File: src/rtl/pwm_duty_ramp.sv
// pwm_duty_ramp
//   Drives the compare input of the downstream pwm block. A request supplies
//   a target duty, a per-step increment and a number of PWM periods between
//   steps; compare then walks towards the target, changing only on the last
//   cycle of a PWM period so the pwm never emits a truncated period.
//
// Ports
//   clk           system clock, shared with the downstream pwm
//   rst           asynchronous reset, active low
//   target_valid  request to start a ramp
//   target_ready  block can accept a request (IDLE)
//   target        final duty value
//   step          duty increment per step (0 treated as 1)
//   rate_div      PWM periods between steps (0 treated as 1)
//   compare       current duty, to pwm.compare
//   period_end    high on the last cycle of each PWM period
//   busy          ramp in progress
//   done          one-cycle pulse when compare reaches target
//
// state | meaning
// ------+------------------------------------------------------------
// IDLE  | waiting for a request, target_ready=1, busy=0
// RAMP  | stepping compare towards the latched target, busy=1

module pwm_duty_ramp #(
    parameter int CTR_LEN = 8,
    parameter int DIV_LEN = 16
) (
    input  logic               clk,
    input  logic               rst,
    input  logic               target_valid,
    output logic               target_ready,
    input  logic [CTR_LEN-1:0] target,
    input  logic [CTR_LEN-1:0] step,
    input  logic [DIV_LEN-1:0] rate_div,
    output logic [CTR_LEN-1:0] compare,
    output logic               period_end,
    output logic               busy,
    output logic               done
);

    typedef enum logic {IDLE, RAMP} state_t;

    localparam logic [CTR_LEN-1:0] CTR_ONE = 1;
    localparam logic [DIV_LEN-1:0] DIV_ONE = 1;
    localparam logic [DIV_LEN:0]   DIV_ONE_W = 1;

    state_t             state;
    logic [CTR_LEN-1:0] ctr;
    logic [CTR_LEN-1:0] target_q;
    logic [CTR_LEN-1:0] step_q;
    logic [DIV_LEN-1:0] rate_div_q;
    logic [DIV_LEN-1:0] rate_cnt;

    logic [DIV_LEN:0]   rate_next;
    logic               step_fire;
    logic [CTR_LEN:0]   sum;
    logic [CTR_LEN:0]   diff;
    logic [CTR_LEN-1:0] next_compare;

    // Free-running period counter, phase-aligned with the downstream pwm.
    assign period_end = &ctr;

    assign rate_next = {1'b0, rate_cnt} + DIV_ONE_W;
    assign step_fire = (state == RAMP) && period_end
                       && (rate_next == {1'b0, rate_div_q});

    // One extra bit catches carry-out above all-ones and borrow below zero.
    assign sum  = {1'b0, compare} + {1'b0, step_q};
    assign diff = {1'b0, compare} - {1'b0, step_q};

    always_comb begin
        next_compare = compare;
        if (compare < target_q) begin
            if (sum > {1'b0, target_q})
                next_compare = target_q;
            else
                next_compare = sum[CTR_LEN-1:0];
        end else if (compare > target_q) begin
            if (diff[CTR_LEN] || (diff[CTR_LEN-1:0] < target_q))
                next_compare = target_q;
            else
                next_compare = diff[CTR_LEN-1:0];
        end
    end

    always_ff @(posedge clk or negedge rst) begin
        if (!rst) begin
            state        <= IDLE;
            ctr          <= '0;
            compare      <= '0;
            target_q     <= '0;
            step_q       <= CTR_ONE;
            rate_div_q   <= DIV_ONE;
            rate_cnt     <= '0;
            busy         <= 1'b0;
            done         <= 1'b0;
            target_ready <= 1'b0;
        end else begin
            ctr  <= ctr + CTR_ONE;
            done <= 1'b0;
            case (state)
                IDLE: begin
                    target_ready <= 1'b1;
                    busy         <= 1'b0;
                    if (target_valid && target_ready) begin
                        target_q   <= target;
                        step_q     <= (step == '0) ? CTR_ONE : step;
                        rate_div_q <= (rate_div == '0) ? DIV_ONE : rate_div;
                        rate_cnt   <= '0;
                        if (target == compare) begin
                            done <= 1'b1;
                        end else begin
                            state        <= RAMP;
                            busy         <= 1'b1;
                            target_ready <= 1'b0;
                        end
                    end
                end
                RAMP: begin
                    if (period_end) begin
                        if (step_fire) begin
                            compare  <= next_compare;
                            rate_cnt <= '0;
                            if (next_compare == target_q) begin
                                done         <= 1'b1;
                                state        <= IDLE;
                                busy         <= 1'b0;
                                target_ready <= 1'b1;
                            end
                        end else begin
                            rate_cnt <= rate_next[DIV_LEN-1:0];
                        end
                    end
                end
                default: state <= IDLE;
            endcase
        end
    end

endmodule

File: config.mk
export PLATFORM = sky130hd
export DESIGN_NAME = pwm_duty_ramp
export DESIGN_NICKNAME = d
export VERILOG_FILES = /design/src/rtl/pwm_duty_ramp.sv
export SDC_FILE = /design/constraint.sdc
export NUM_CORES = 1
export LEC_CHECK = 0
export ABC_AREA = 0
export CAP_MARGIN = 25
export CORE_MARGIN = 2
export CORE_UTILIZATION = 35
export CTS_BUF_LIST = sky130_fd_sc_hd__clkbuf_4 sky130_fd_sc_hd__clkbuf_8
export CTS_CLUSTER_DIAMETER = 50
export DETAILED_ROUTE_END_ITERATION = 7
export PLACE_DENSITY = 0.58
export SLEW_MARGIN = 10
export SYNTH_ARGS = -nofsm -noshare
export SYNTH_HDL_FRONTEND = slang
export SYNTH_SLANG_ARGS = --single-unit
File: constraint.sdc
create_clock -name clk -period 5.05 [get_ports clk]
set_input_delay 1.515 -clock clk [delete_from_list [all_inputs] [get_ports clk]]
set_output_delay 1.515 -clock clk [all_outputs]
set_load 0.02 [all_outputs]
==> qor.yml, run 1 <==
vias: 5333
finalCritPeriodShare: 0.9190
holdBufCountCts: 0
status: "finished, final reports clean"
crit_slowest_cell: "nor3_2"
synth-edff-count: 0
startpoint_type: "flop"
fmax_mhz: 215.5
synth_cell_types: 78
areaGrowthSynthToFinish_pct: 16.43
numPortBuffers: 46
mostFrequentLayoutCells: "nand2_1, dfrtp_1, o21ai_0"
place_hpwl_um: 13490
critPathMaxStageDelay_ns: 0.68
h-tree-depth: 3
ys_top_cells_by_area: "dfrtp_1, ha_1, nand2_1"
antenna_found_initial: 0
yosys.area.top_type: "dfrtp_1"
final_common_cell: "nand2_1"
die_w_um: 129.9
ctsRootBufferMaster: "clkbuf_8"
nNetsFinal: 802
postSynthCellCount: 677
syn-cell-area_um2: 5550
slew_headroom: 0.4041
cts_tree: "built"
coreArea_um2: 15710
drt-initial-drc-count: 473
initial_core_util: 0.3532
required_ns: 5.31
cts_setup_buffers: 0
numCtsBuffers: 9
drv_slew: 0
path_common_cell: "nand2_1"
clk_pin_slew_ns: 0.08
crit_chain: "ha_1 > fa_1 > nand2b_4 > a2111o_1 > nand2_1 > xnor2_1 > inv_1 > ha_1 > a22oi_1 > o211ai_1 > o221a_2 > nor3_2 > nand2_1 > o21bai_1 > or3_1 > nand2_1 > o31ai_1"
power_density_nw_per_um2: 558.4
die_h_um: 129.9
p_leak_nw: 2.740
cts_resized: 0
path_buf_inv: 1
row_count: 46
fin_setup_tns_ns: 0
yosys_warnings: 0
ys.flop_type: "dfrtp_1"
async_flop_share: 1.000
path_max_fanout: 14
ir_drop_mv: 0.2135
period_minus_slack_ns: 4.641
critical_path_arrival_ns: 4.90
cts_buffer_depth: 2
synth_top_area_share: 0.2976
post-route-util: 0.4113
drt-pass1-iter-count: 5
rsz0062_at_grt: "no"
antenna_left: 0
grt_first_pass_wirelength_um: 28370
path_class: "flop to flop"
diodes: 0
worst_pin_slew_ns: 0.8890
synth-seq-area-share: 0.3070
grt_usage: 0.2188
drt-total-wl_um: 17640
hold_violations: 0
place_congestion: 0.9493
die_area_um2: 16880
cap_violations: 0
pin_count: 47
vias_per_cell: 5.643
nFillCells: 1611
drc: 0
synth_seq_cells: 68
finClkSkew_ns: 0.01125
grt_max_degree: 47
synth_area_per_cell_um2: 8.198
grt_pass1_vias: 5175
wl_per_cell_um: 18.66
min_path_type: "flop to flop"
setup_viol: 0
synth.net_count: 755
clk-insertion-delay-late_ns: 0.37
cts_sinks: 68
overflow: 0
crit_family: "simple AND/OR/NAND/NOR gates"
drive_gt1_frac: 0.08368
worst_setup_path_end_kind: "flop"
## cell type report
class	count	area, µm²	area share
multi-input cells	545	3563	0.5514
repair buffers	66	615.6	0.09526
well taps	216	270.3	0.04182
inverters	34	127.6	0.01975
flip-flops and latches	68	1704	0.2637
clock inverters	5	36.28	0.005615
clock buffers	11	145.1	0.02246
## flip-flops by register name, indices dropped and copies added, names as in the netlist
| name | count |
|---|---|
| rate_div_q | 16 |
| busy | 1 |
| done | 1 |
| rate_cnt | 16 |
| ctr | 8 |
| step_q | 8 |
| compare | 8 |
| state | 1 |
| target_ready | 1 |
| target_q | 8 |
## layer usage
metal	GRT usage	vias up	part of all wire
met5	0	-	0
met2	0.3203	205	0.43
met4	0.07590	0	0.024
li1	-	2547	-
met3	0.04756	35	0.071
met1	0.3183	2546	0.48
## cell usage after synthesis, types with 5 or more instances
| library cell | n |
|---|---|
| nand2_1 | 113 |
| o31ai_1 | 7 |
| ha_1 | 41 |
| nor2_1 | 45 |
| nor3_1 | 20 |
| nand3_1 | 22 |
| a21oi_1 | 24 |
| o21ai_0 | 58 |
| clkbuf_1 | 13 |
| buf_2 | 9 |
| and3_1 | 8 |
| a21o_1 | 6 |
| dfrtp_1 | 66 |
| a31oi_1 | 9 |
| a2111o_1 | 5 |
| o221ai_1 | 5 |
| xnor2_1 | 32 |
| nor4_1 | 10 |
| inv_1 | 33 |
| nand2b_1 | 8 |
| o41ai_1 | 8 |
| nand4_1 | 16 |
| xor2_1 | 18 |
## worst paths after layout
kind / from / endpoint / slack, ns / cells past startpoint
max: compare[0] / done / 0.41 / 17
min: rate_div_q[0] / rate_div_q[0] / 0.49 / 2
max reg2reg: compare[0] / done / 0.41 / 17
min reg2reg: rate_div_q[0] / rate_div_q[0] / 0.49 / 2
max in group asynchronous: rst / rate_cnt[12] / 3.04 / 3
min in group asynchronous: rst / step_q[7] / 1.09 / 1
## cells by family (layout without fill, tap and decap cells)
kind of cell / count (synthesis) / in the layout / share of synthesized area
AO/OA/AOI/OAI: 174 / 174 / 0.2139
XOR/XNOR: 50 / 50 / 0.07890
adder cells (fa/ha/maj): 43 / 43 / 0.09964
buffers and inverters: 64 / 116 / 0.05094
flip-flops: 68 / 68 / 0.3070
multiplexers: 5 / 5 / 0.009693
AND/OR/NAND/NOR: 273 / 273 / 0.2399
## report_power, final
group / switching [mW] / internal [mW] / total, mW
clock: 0.240 / 0.198 / 0.438
combinational: 1.29 / 0.886 / 2.18
sequential: 0.260 / 0.730 / 0.990
total: 1.79 / 1.81 / 3.61
## worst min-delay path: stages, from the launching register on
cell     delay [ns]
dfstp_2        0.38
nand2_1        0.05
o21ai_0        0.06
## metrics by stage
step | instances | power [mW] | cell area (µm²) | setup WS [ns] | hold slack, ns
after global routing | 945 | 3.913 | 6462 | 0.08177 | 0.5266
after global placement | 927 | 3.091 | 6256 | 0.5790 | 0.4594
final | 945 | 3.609 | 6462 | 0.4092 | 0.4950
after detailed placement | 929 | 3.121 | 6281 | 0.5349 | 0.4815
after floorplan | 677 | 2.500 | 5550 | 0.8087 | 0.4432
after CTS | 945 | 3.577 | 6462 | 0.4697 | 0.4965
Power figures use the tool's default switching activity.
==> run 2, diff against run 1 <==
Settings changed: TNS_END_PERCENT set to 30.
==> results of run 2 <==
Same layout as run 1: the final DEF is identical, and so are final timing and power.
==> run 3, diff against run 2 <==
Settings changed: CAP_MARGIN 25 to 20, MAX_ROUTING_LAYER set to met4.
==> qor.yml, run 3 (synthesis results as in run 1) <==
power_density_nw_per_um2: 570.4
p_leak_nw: 2.750
drv_slew: 0
nNetsFinal: 800
pin_count: 47
clk_pin_slew_ns: 0.08
ir_drop_mv: 0.3012
hold_violations: 0
nFillCells: 1594
cp-startpoint: "compare[0]"
die_h_um: 129.9
dp_slack_ns: 0.4175
coreArea_um2: 15710
cts_buffer_depth: 2
fin_ws_ns: 0.3841
whs_ns: 0.4820
vias_per_cell: 5.637
holdBufCountCts: 0
required_ns: 5.31
wl_per_cell_um: 18.70
slew_headroom: 0.4385
finalCritPeriodShare: 0.9239
min_path_type: "flop to flop"
final_common_cell: "nand2_1"
die_area_um2: 16880
grt_first_pass_wirelength_um: 28040
numPortBuffers: 46
ctsRootBufferMaster: "clkbuf_8"
clk-insertion-delay-late_ns: 0.38
drt-total-wl_um: 17630
place_hpwl_um: 13360
placedCellCount: 927
grt_usage: 0.2246
drt-pass1-iter-count: 6
hold_path_startpoint: "ctr[0]"
worst_pin_slew_ns: 0.8211
die_w_um: 129.9
row_count: 46
crit_slowest_cell: "or4_1"
period_minus_slack_ns: 4.666
reg.largest.list: "rate_cnt: 16 flops, rate_div_q: 16 flops"
setup_viol: 0
post-route-util: 0.4127
cts_tree: "built"
antenna_found_initial: 0
path_class: "flop to flop"
critPathMaxStageDelay_ns: 0.59
numCtsBuffers: 9
status: "finished, final reports clean"
areaGrowthSynthToFinish_pct: 16.84
grt_pass1_vias: 5184
crit_chain: "inv_1 > ha_1 > inv_1 > fa_1 > xor2_1 > ha_1 > a21o_1 > a31o_2 > a211oi_1 > o21ai_0 > buf_4 > a32oi_1 > nor3_1 > or4_1 > or3_1 > a211o_1"
fmax_mhz: 214.3
critical_path_arrival_ns: 4.93
cts_sinks: 68
crit-reg2reg-launch: "compare[0]"
rsz0062_at_grt: "no"
vias: 5316
fin_cells: 943
cap_violations: 0
diodes: 0
initial_core_util: 0.3532
path_max_fanout: 10
drt-initial-drc-count: 492
place_congestion: 0.9409
drive_gt1_frac: 0.08116
finClkSkew_ns: 0.01223
overflow: 0
fin_setup_tns_ns: 0
startpoint_type: "flop"
grt_max_degree: 51
drc: 0
antenna_left: 0
mostFrequentLayoutCells: "nand2_1, dfrtp_1, o21ai_0"
h-tree-depth: 3
worst_setup_path_end_kind: "flop"
run 3: cell count changes in the layout (fill, tap and decap cells not counted):
cell	delta
buf_12	-1
buf_2	-1
bufinv_16	+2
clkbuf_4	-1
clkbuf_8	-1
clkinv_4	+2
clkinvlp_4	-2
nor3_2	-1
nor3_4	+1
run 3: stage by stage:
step,total power [mW],instance area [µm²]
after detailed placement,3.120,6256
final,3.699,6485
after global routing,4.002,6485
after global placement,3.103,6256
after floorplan,2.500,5550
after CTS,3.661,6479
run 3: layout make-up:
cell class | count | area, µm² | area share
Tap cell | 216 | 270.3 | 0.04167
Inverter | 34 | 127.6 | 0.01968
Clock inverter | 7 | 98.84 | 0.01524
Multi-Input combinational cell | 545 | 3570 | 0.5505
Sequential cell | 68 | 1704 | 0.2628
Timing Repair Buffer | 64 | 590.6 | 0.09107
Clock buffer | 9 | 123.9 | 0.01910
run 3: what timing repair did:
item,4_1_cts,5_1_grt
resized for setup,0,1
buffers inserted,0,0
endpoints found under the setup margin,0,2
run 3: worst max-delay path: cells and delay by family, from the launching register on:
kind,cells,cell delay (ns)
and+or+nand+nor,3,1.05
adders and majority gates,3,0.94
DFF,1,0.47
xor gates and xnor gates,1,0.36
buffers and inverters,3,0.38
AOI/OAI and AO/OA,6,1.36
run 3: layer usage:
| layer | part of all wire | GRT usage | vias up |
|---|---|---|---|
| met4 | 0.024 | 0.08286 | 0 |
| li1 | - | - | 2543 |
| met3 | 0.069 | 0.03608 | 28 |
| met1 | 0.48 | 0.3196 | 2565 |
| met5 | 0 | - | - |
| met2 | 0.42 | 0.3209 | 180 |
run 3: path summary, 6_finish.rpt:
kind	cells past startpoint	end	slack (ns)
max	16	busy	0.38
min	1	ctr[0]	0.48
max reg2reg	16	busy	0.38
min reg2reg	1	ctr[0]	0.48
max in group asynchronous	2	rate_cnt[9]	2.92
min in group asynchronous	1	step_q[5]	1.10
run 3: where the power goes:
part           internal (mW)  switching (mW)  total [mW]
logic                  0.887            1.29        2.18
clock network          0.280           0.245       0.525
registers              0.730           0.262       0.992
total                   1.90            1.80        3.70
